`src/rtl/button_event_arbiter.sv`:
```
// button_event_arbiter: rising-edge capture of debounced button levels,
// round-robin arbitration of pending events into a small command FIFO
// with sticky per-requester overflow flags.
// Optional feature: define BTN_ARB_HOLDOFF_EN to enable per-requester
// re-trigger holdoff counters (HOLDOFF cycles after each grant).
module button_event_arbiter #(
    parameter int unsigned N_REQ      = 4,
    parameter int unsigned FIFO_DEPTH = 4,
    parameter int unsigned HOLDOFF    = 1000
) (
    input  logic                            clk,
    input  logic                            rst_n,
    input  logic [N_REQ-1:0]                ev_in,
    output logic                            cmd_valid,
    output logic [$clog2(N_REQ)-1:0]        cmd_id,
    input  logic                            cmd_ready,
    output logic [$clog2(FIFO_DEPTH):0]     fifo_count,
    output logic [N_REQ-1:0]                ovf,
    input  logic                            ovf_clr
);

    localparam int unsigned IDW = $clog2(N_REQ);
    localparam int unsigned PW  = $clog2(FIFO_DEPTH);
    localparam int unsigned CW  = PW + 1;

    typedef enum logic [1:0] {
        S_IDLE  = 2'd0,
        S_GRANT = 2'd1,
        S_STALL = 2'd2
    } state_t;

    // Elaboration-time parameter range check
    if (N_REQ < 2 || N_REQ > 8 || FIFO_DEPTH < 2 || FIFO_DEPTH > 16 ||
        (FIFO_DEPTH & (FIFO_DEPTH - 1)) != 0 || HOLDOFF < 1 || HOLDOFF > 65535) begin : g_bad_cfg
        $error("button_event_arbiter: parameter out of range");
    end

    state_t              state_q, state_d;
    logic                armed_q;
    logic [N_REQ-1:0]    ev_q;
    logic [N_REQ-1:0]    pending_q, pending_d;
    logic [N_REQ-1:0]    ovf_q, ovf_d;
    logic [N_REQ-1:0]    hold_blk;
    logic [N_REQ-1:0]    rise_c;
    logic [N_REQ-1:0]    grant_oh;
    logic [IDW-1:0]      last_grant_q, last_grant_d;
    logic [IDW-1:0]      sel;
    logic                found;
    logic                grant_en;
    logic                pop;
    logic [IDW-1:0]      mem_q [FIFO_DEPTH];
    logic [PW-1:0]       wr_ptr_q, wr_ptr_d;
    logic [PW-1:0]       rd_ptr_q, rd_ptr_d;
    logic [CW-1:0]       count_q, count_d;
    logic [CW-1:0]       remain;
    logic                valid_q, valid_d;
    logic [IDW-1:0]      cmd_id_q, cmd_id_d;

    assign cmd_valid  = valid_q;
    assign cmd_id     = cmd_id_q;
    assign fifo_count = count_q;
    assign ovf        = ovf_q;
    assign pop        = valid_q & cmd_ready;

    // First post-reset edge only loads the sampler, so levels held through reset never fire
    assign rise_c = armed_q ? (ev_in & ~ev_q & ~hold_blk) : '0;

    // Input sampler and arming flag
    always_ff @(posedge clk or negedge rst_n) begin
        if (!rst_n) begin
            ev_q    <= '0;
            armed_q <= 1'b0;
        end else begin
            ev_q    <= ev_in;
            armed_q <= 1'b1;
        end
    end

    // Round-robin search starting one past the last granted requester
    always_comb begin
        logic [IDW-1:0] cand;
        found = 1'b0;
        sel   = '0;
        cand  = '0;
        for (int unsigned k = 1; k <= N_REQ; k++) begin
            cand = IDW'((32'(last_grant_q) + k) % N_REQ);
            if (!found && pending_q[cand]) begin
                found = 1'b1;
                sel   = cand;
            end
        end
    end

    // Arbiter FSM next state plus pending/ovf/FIFO next-state datapath
    always_comb begin
        state_d      = state_q;
        grant_en     = 1'b0;
        grant_oh     = '0;
        pending_d    = pending_q;
        ovf_d        = ovf_q;
        last_grant_d = last_grant_q;
        wr_ptr_d     = wr_ptr_q;
        rd_ptr_d     = rd_ptr_q;
        count_d      = count_q;
        remain       = count_q;
        valid_d      = valid_q;
        cmd_id_d     = cmd_id_q;

        case (state_q)
            S_IDLE:  grant_en = 1'b0;
            S_GRANT: grant_en = found;
            S_STALL: grant_en = found & pop;
            default: grant_en = 1'b0;
        endcase

        if (grant_en) begin
            grant_oh[sel] = 1'b1;
            last_grant_d  = sel;
        end

        // A new edge on a requester being granted this cycle simply re-arms it
        pending_d = (pending_q & ~grant_oh) | rise_c;
        ovf_d     = (ovf_q & ~{N_REQ{ovf_clr}}) | (rise_c & pending_q & ~grant_oh);

        wr_ptr_d = wr_ptr_q + PW'(grant_en);
        rd_ptr_d = rd_ptr_q + PW'(pop);
        count_d  = count_q + CW'(grant_en) - CW'(pop);
        remain   = count_q - CW'(pop);
        valid_d  = (count_d != '0);

        // Head register: bypass the pushed id when the FIFO would otherwise be empty
        if (count_d == '0) begin
            cmd_id_d = '0;
        end else if (remain == '0) begin
            cmd_id_d = sel;
        end else begin
            cmd_id_d = mem_q[rd_ptr_d];
        end

        if (pending_d == '0) begin
            state_d = S_IDLE;
        end else if (count_d != CW'(FIFO_DEPTH)) begin
            state_d = S_GRANT;
        end else begin
            state_d = S_STALL;
        end
    end

    // State, pending, overflow and FIFO control registers
    always_ff @(posedge clk or negedge rst_n) begin
        if (!rst_n) begin
            state_q      <= S_IDLE;
            pending_q    <= '0;
            ovf_q        <= '0;
            last_grant_q <= IDW'(N_REQ - 1);
            wr_ptr_q     <= '0;
            rd_ptr_q     <= '0;
            count_q      <= '0;
            valid_q      <= 1'b0;
            cmd_id_q     <= '0;
        end else begin
            state_q      <= state_d;
            pending_q    <= pending_d;
            ovf_q        <= ovf_d;
            last_grant_q <= last_grant_d;
            wr_ptr_q     <= wr_ptr_d;
            rd_ptr_q     <= rd_ptr_d;
            count_q      <= count_d;
            valid_q      <= valid_d;
            cmd_id_q     <= cmd_id_d;
        end
    end

    // FIFO storage; contents are don't-care until written
    always_ff @(posedge clk) begin
        if (grant_en) begin
            mem_q[wr_ptr_q] <= sel;
        end
    end

`ifdef BTN_ARB_HOLDOFF_EN
    logic [15:0] hold_q [N_REQ];

    // A requester is blind to new edges while its holdoff counter runs
    always_comb begin
        hold_blk = '0;
        for (int unsigned i = 0; i < N_REQ; i++) begin
            hold_blk[i] = (hold_q[i] != 16'd0);
        end
    end

    // Holdoff counters: reload on grant, otherwise count down to zero
    always_ff @(posedge clk or negedge rst_n) begin
        if (!rst_n) begin
            for (int unsigned i = 0; i < N_REQ; i++) begin
                hold_q[i] <= 16'd0;
            end
        end else begin
            for (int unsigned i = 0; i < N_REQ; i++) begin
                if (grant_oh[i]) begin
                    hold_q[i] <= 16'(HOLDOFF);
                end else if (hold_q[i] != 16'd0) begin
                    hold_q[i] <= hold_q[i] - 16'd1;
                end
            end
        end
    end
`else
    assign hold_blk = '0;
`endif

endmodule

```
`config.mk`:
```
export PLATFORM = sky130hd
export DESIGN_NAME = button_event_arbiter
export DESIGN_NICKNAME = d
export VERILOG_FILES = /design/src/rtl/button_event_arbiter.sv
export SDC_FILE = /design/constraint.sdc
export NUM_CORES = 1
export LEC_CHECK = 0
export ABC_AREA = 1
export CAP_MARGIN = 5
export CORE_ASPECT_RATIO = 1.2
export CORE_UTILIZATION = 55
export DETAILED_ROUTE_END_ITERATION = 12
export PLACE_DENSITY = 0.85
export SYNTH_ARGS = -nofsm -noshare
export SYNTH_HDL_FRONTEND = slang
export SYNTH_SLANG_ARGS = --single-unit
```
`constraint.sdc`:
```
create_clock -name clk -period 3.2 [get_ports clk]
set_input_delay 0.48 -clock clk [delete_from_list [all_inputs] [get_ports clk]]
set_output_delay 0.48 -clock clk [all_outputs]
set_load 0.02 [all_outputs]
```
==> out/results.ini <==
[timing]
period_share_pct = 93.8
post-route-worst-setup-slack_ps = 198
setup_viol = 0
fin_hold_ws_ps = 500
hold_violations = 0
final_period_minus_worst_setup_slack_ps = 3000
report.final.slew_viol_count = 0
worst_clock_skew_ps = 14.6
maxClockFrequency_mhz = 333

[final_layout]
design.final.nets = 252
antenna-diode-count = 0
layout-drive-gt1-share_pct = 26.6
n_fill_cell = 236
final_cell_mix = 38 x nand2_1, 26 x inv_1, 25 x dfrtp_1
final_cell_area_um2 = 2270
final_common_cell = nand2_1
area.growth.synth_to_final_pct = 19.8

[placed_design]
numPortBuffers = 17
dpl_cell_area_um2 = 2130
placement.setup.worst_slack_ps = -73.3
place.gp.congestion = 0.820
post-dp-hpwl_um = 2680

[drt]
dr_total_vias = 1402
detailed_route_wire_length_per_cell_um = 12.9
detailed_router_s_first_iteration_violation_count = 28
route.antenna.remaining_nets = 0
drt-pass1-iter-count = 4
avgViaCountPerCell = 5.14
number_of_remaining_drc_errors = 0
wl_um = 3520

[floorplanning]
die_height_um = 66.2
ioPinCount = 18
die-area_um2 = 3680
die-width_um = 55.5
initial_utilization_pct = 59.8
coreArea_um2 = 3170
std_cell_rows = 22

[synthesis]
synth_area_um2 = 1890
synth_top_area_share_pct = 33.1
post_synth_inst_count = 202
synth-warning-count = 0
net_count_after_synthesis = 218
synth_sequential_area_ratio_pct = 48.5
netlist.top_cell.by_area = dfrtp_1
synthTopCellsByArea = dfrtp_1 33%, edfxtp_1 13%, nand2_1 8.1%, nand2_2 6.0%, inv_1 5.2%
synth_area_per_cell_um2 = 9.37
yosysUniqueCellTypes = 37
ys_seq_elements = 35

[grt]
congestion_overflow_gr = 0
largest_net_degree_at_the_start_of_global_routing = 28
global_route_wire_length_before_repair_um = 6070
first_global_vias = 1404
groute.usage.overall_pct = 21.8
antenna_found_initial = 0

[run]
drv.max_cap_violation_count = 0

[setup_path]
cp_slowest_stage_delay_ps = 630
rr_endpoint = cmd_id[1]
r2r_cells = 18
timing.critical_path.arrival_ps = 3250
critical_path_fanouts_max = 5
cells_traversed_along_the_worst_timing_path = buf_6 > nand2_2 > nand2_4 > nand2_4 > nand2_4 > nor2_8 > nand3_4 > nand2_4 > ha_1 > inv_1 > ha_1 > fa_2 > xnor2_1 > xor2_1 > nor3_1 > inv_1 > o21ai_0 > a21oi_1
slowest_library_cell_on_the_worst_path = dfstp_2
critPathRequiredTime_ps = 3440
criticalPathCategory = reg -> reg
r2r_slack_ps = 200
endpoint_kind = flip-flop
regToRegStartpoint = last_grant_q[0]
critPathLaunchType = flip-flop
worst_path_most_repeated_cell = nand2_4

[worst_hold_path]
holdCritPathClass = in -> async

[cts]
cts_num_sinks = 35
ctsLongestPathBuffers = 2
clk_pin_slew_ps = 110
clock_network_latency_to_the_later_pin_of_the_worst_skew_pair_ps = 340
cts_root_buf = clkbuf_4
clock_tree_from_tritoncts = done
numCtsBuffers = 5
htree_num_levels = 2

[status]
run_status = complete, no violations

-- registers in the layout (all words and copies together), names as in the netlist --
register      flops
ovf               4
ev_q              4
cmd_valid         1
state_q           2
fifo_count        3
rd_ptr_q          2
wr_ptr_q          2
last_grant_q      2
mem_q             8
armed_q           1
cmd_id            2
pending_q         4
-- per-layer routing --
metal | wire, um | part of all wire, % | GRT usage [%]
met5 | 0 | 0 | 0
met4 | 38 | 1.1 | 7.50
met3 | 114 | 3.2 | 5.48
met2 | 1940 | 55 | 41.4
met1 | 1430 | 41 | 23.5
-- metrics by stage --
step | utilization, % | TNS (ps) | std cells
after floorplan | - | 0 | 202
after global placement | 67.4 | 0 | 259
after detailed placement | 67.4 | -73.3 | 259
after CTS | 69.6 | 0 | 267
after global routing | 71.6 | -11.6 | 273
final | 71.6 | 0 | 273
-- final cells by class --
type | instances | area, um2 | area share (%)
clock buffers | 8 | 68.8 | 3.04
inverters | 32 | 125 | 5.52
multi-input cells | 134 | 850 | 37.5
flip-flops and latches | 35 | 918 | 40.5
well taps | 36 | 45.0 | 1.99
repair buffers | 28 | 260 | 11.5
-- timing repair --
action	CTS	global route
setup buffers	0	6
gates resized for setup	0	7
setup endpoints to repair	0	3
hold endpoints to repair	0	0
hold buffers	0	0
-- cell usage after synthesis (all sizes together) --
library cell	count
nand2	65
inv	31
dfrtp	25
nor2	16
nand3	10
edfxtp	8
ha	7
nor3	6
o21ai	6
a21oi	5
o22ai	4
xnor2	3
dfstp	2
o21bai	2
xor2	2
and3	1
buf	1
clkinv	1
conb	1
fa	1
nand3b	1
nand4	1
o211ai	1
o21a	1
o221ai	1
-- how the worst max path moves through the flow --
stage / startpoint / depth (start not counted) / to / slack, ps
3_3_place_gp: cmd_ready / 16 / cmd_id[1] / 130
5_1_grt: last_grant_q[0] / 17 / cmd_id[1] / -10
4_1_cts: last_grant_q[0] / 17 / cmd_id[1] / 30
2_1_floorplan: last_grant_q[0] / 18 / cmd_id[0] / 420
6_report: last_grant_q[0] / 18 / cmd_id[1] / 200
3_5_place_dp: cmd_ready / 16 / cmd_id[1] / -70
-- cells by family (layout without fill, tap and decap cells) --
logic type               Yosys count  after routing  synth area share [%]
AND/OR/NAND/NOR                  100            100                  29.1
XOR/XNOR                           5              5                  2.32
AO/OA/AOI/OAI                     20             20                  7.08
other                              1              1                 0.198
adder cells (fa/ha/maj)            8              8                  5.69
buffers and inverters             33             68                  7.08
flip-flops                        35             35                  48.5
-- worst max-delay path, delay by kind of cell (launching register included) --
| kind | cells | cell delay, ps |
|---|---|---|
| AOI/OAI and AO/OA | 2 | 240 |
| xor gates and xnor gates | 2 | 420 |
| adders and majority gates | 3 | 790 |
| buffers and inverters | 3 | 270 |
| DFF | 1 | 630 |
| and+or+nand+nor | 8 | 560 |
Power is not shown: default switching activity piles up to over one toggle a cycle in this logic, so the estimate is an artifact.
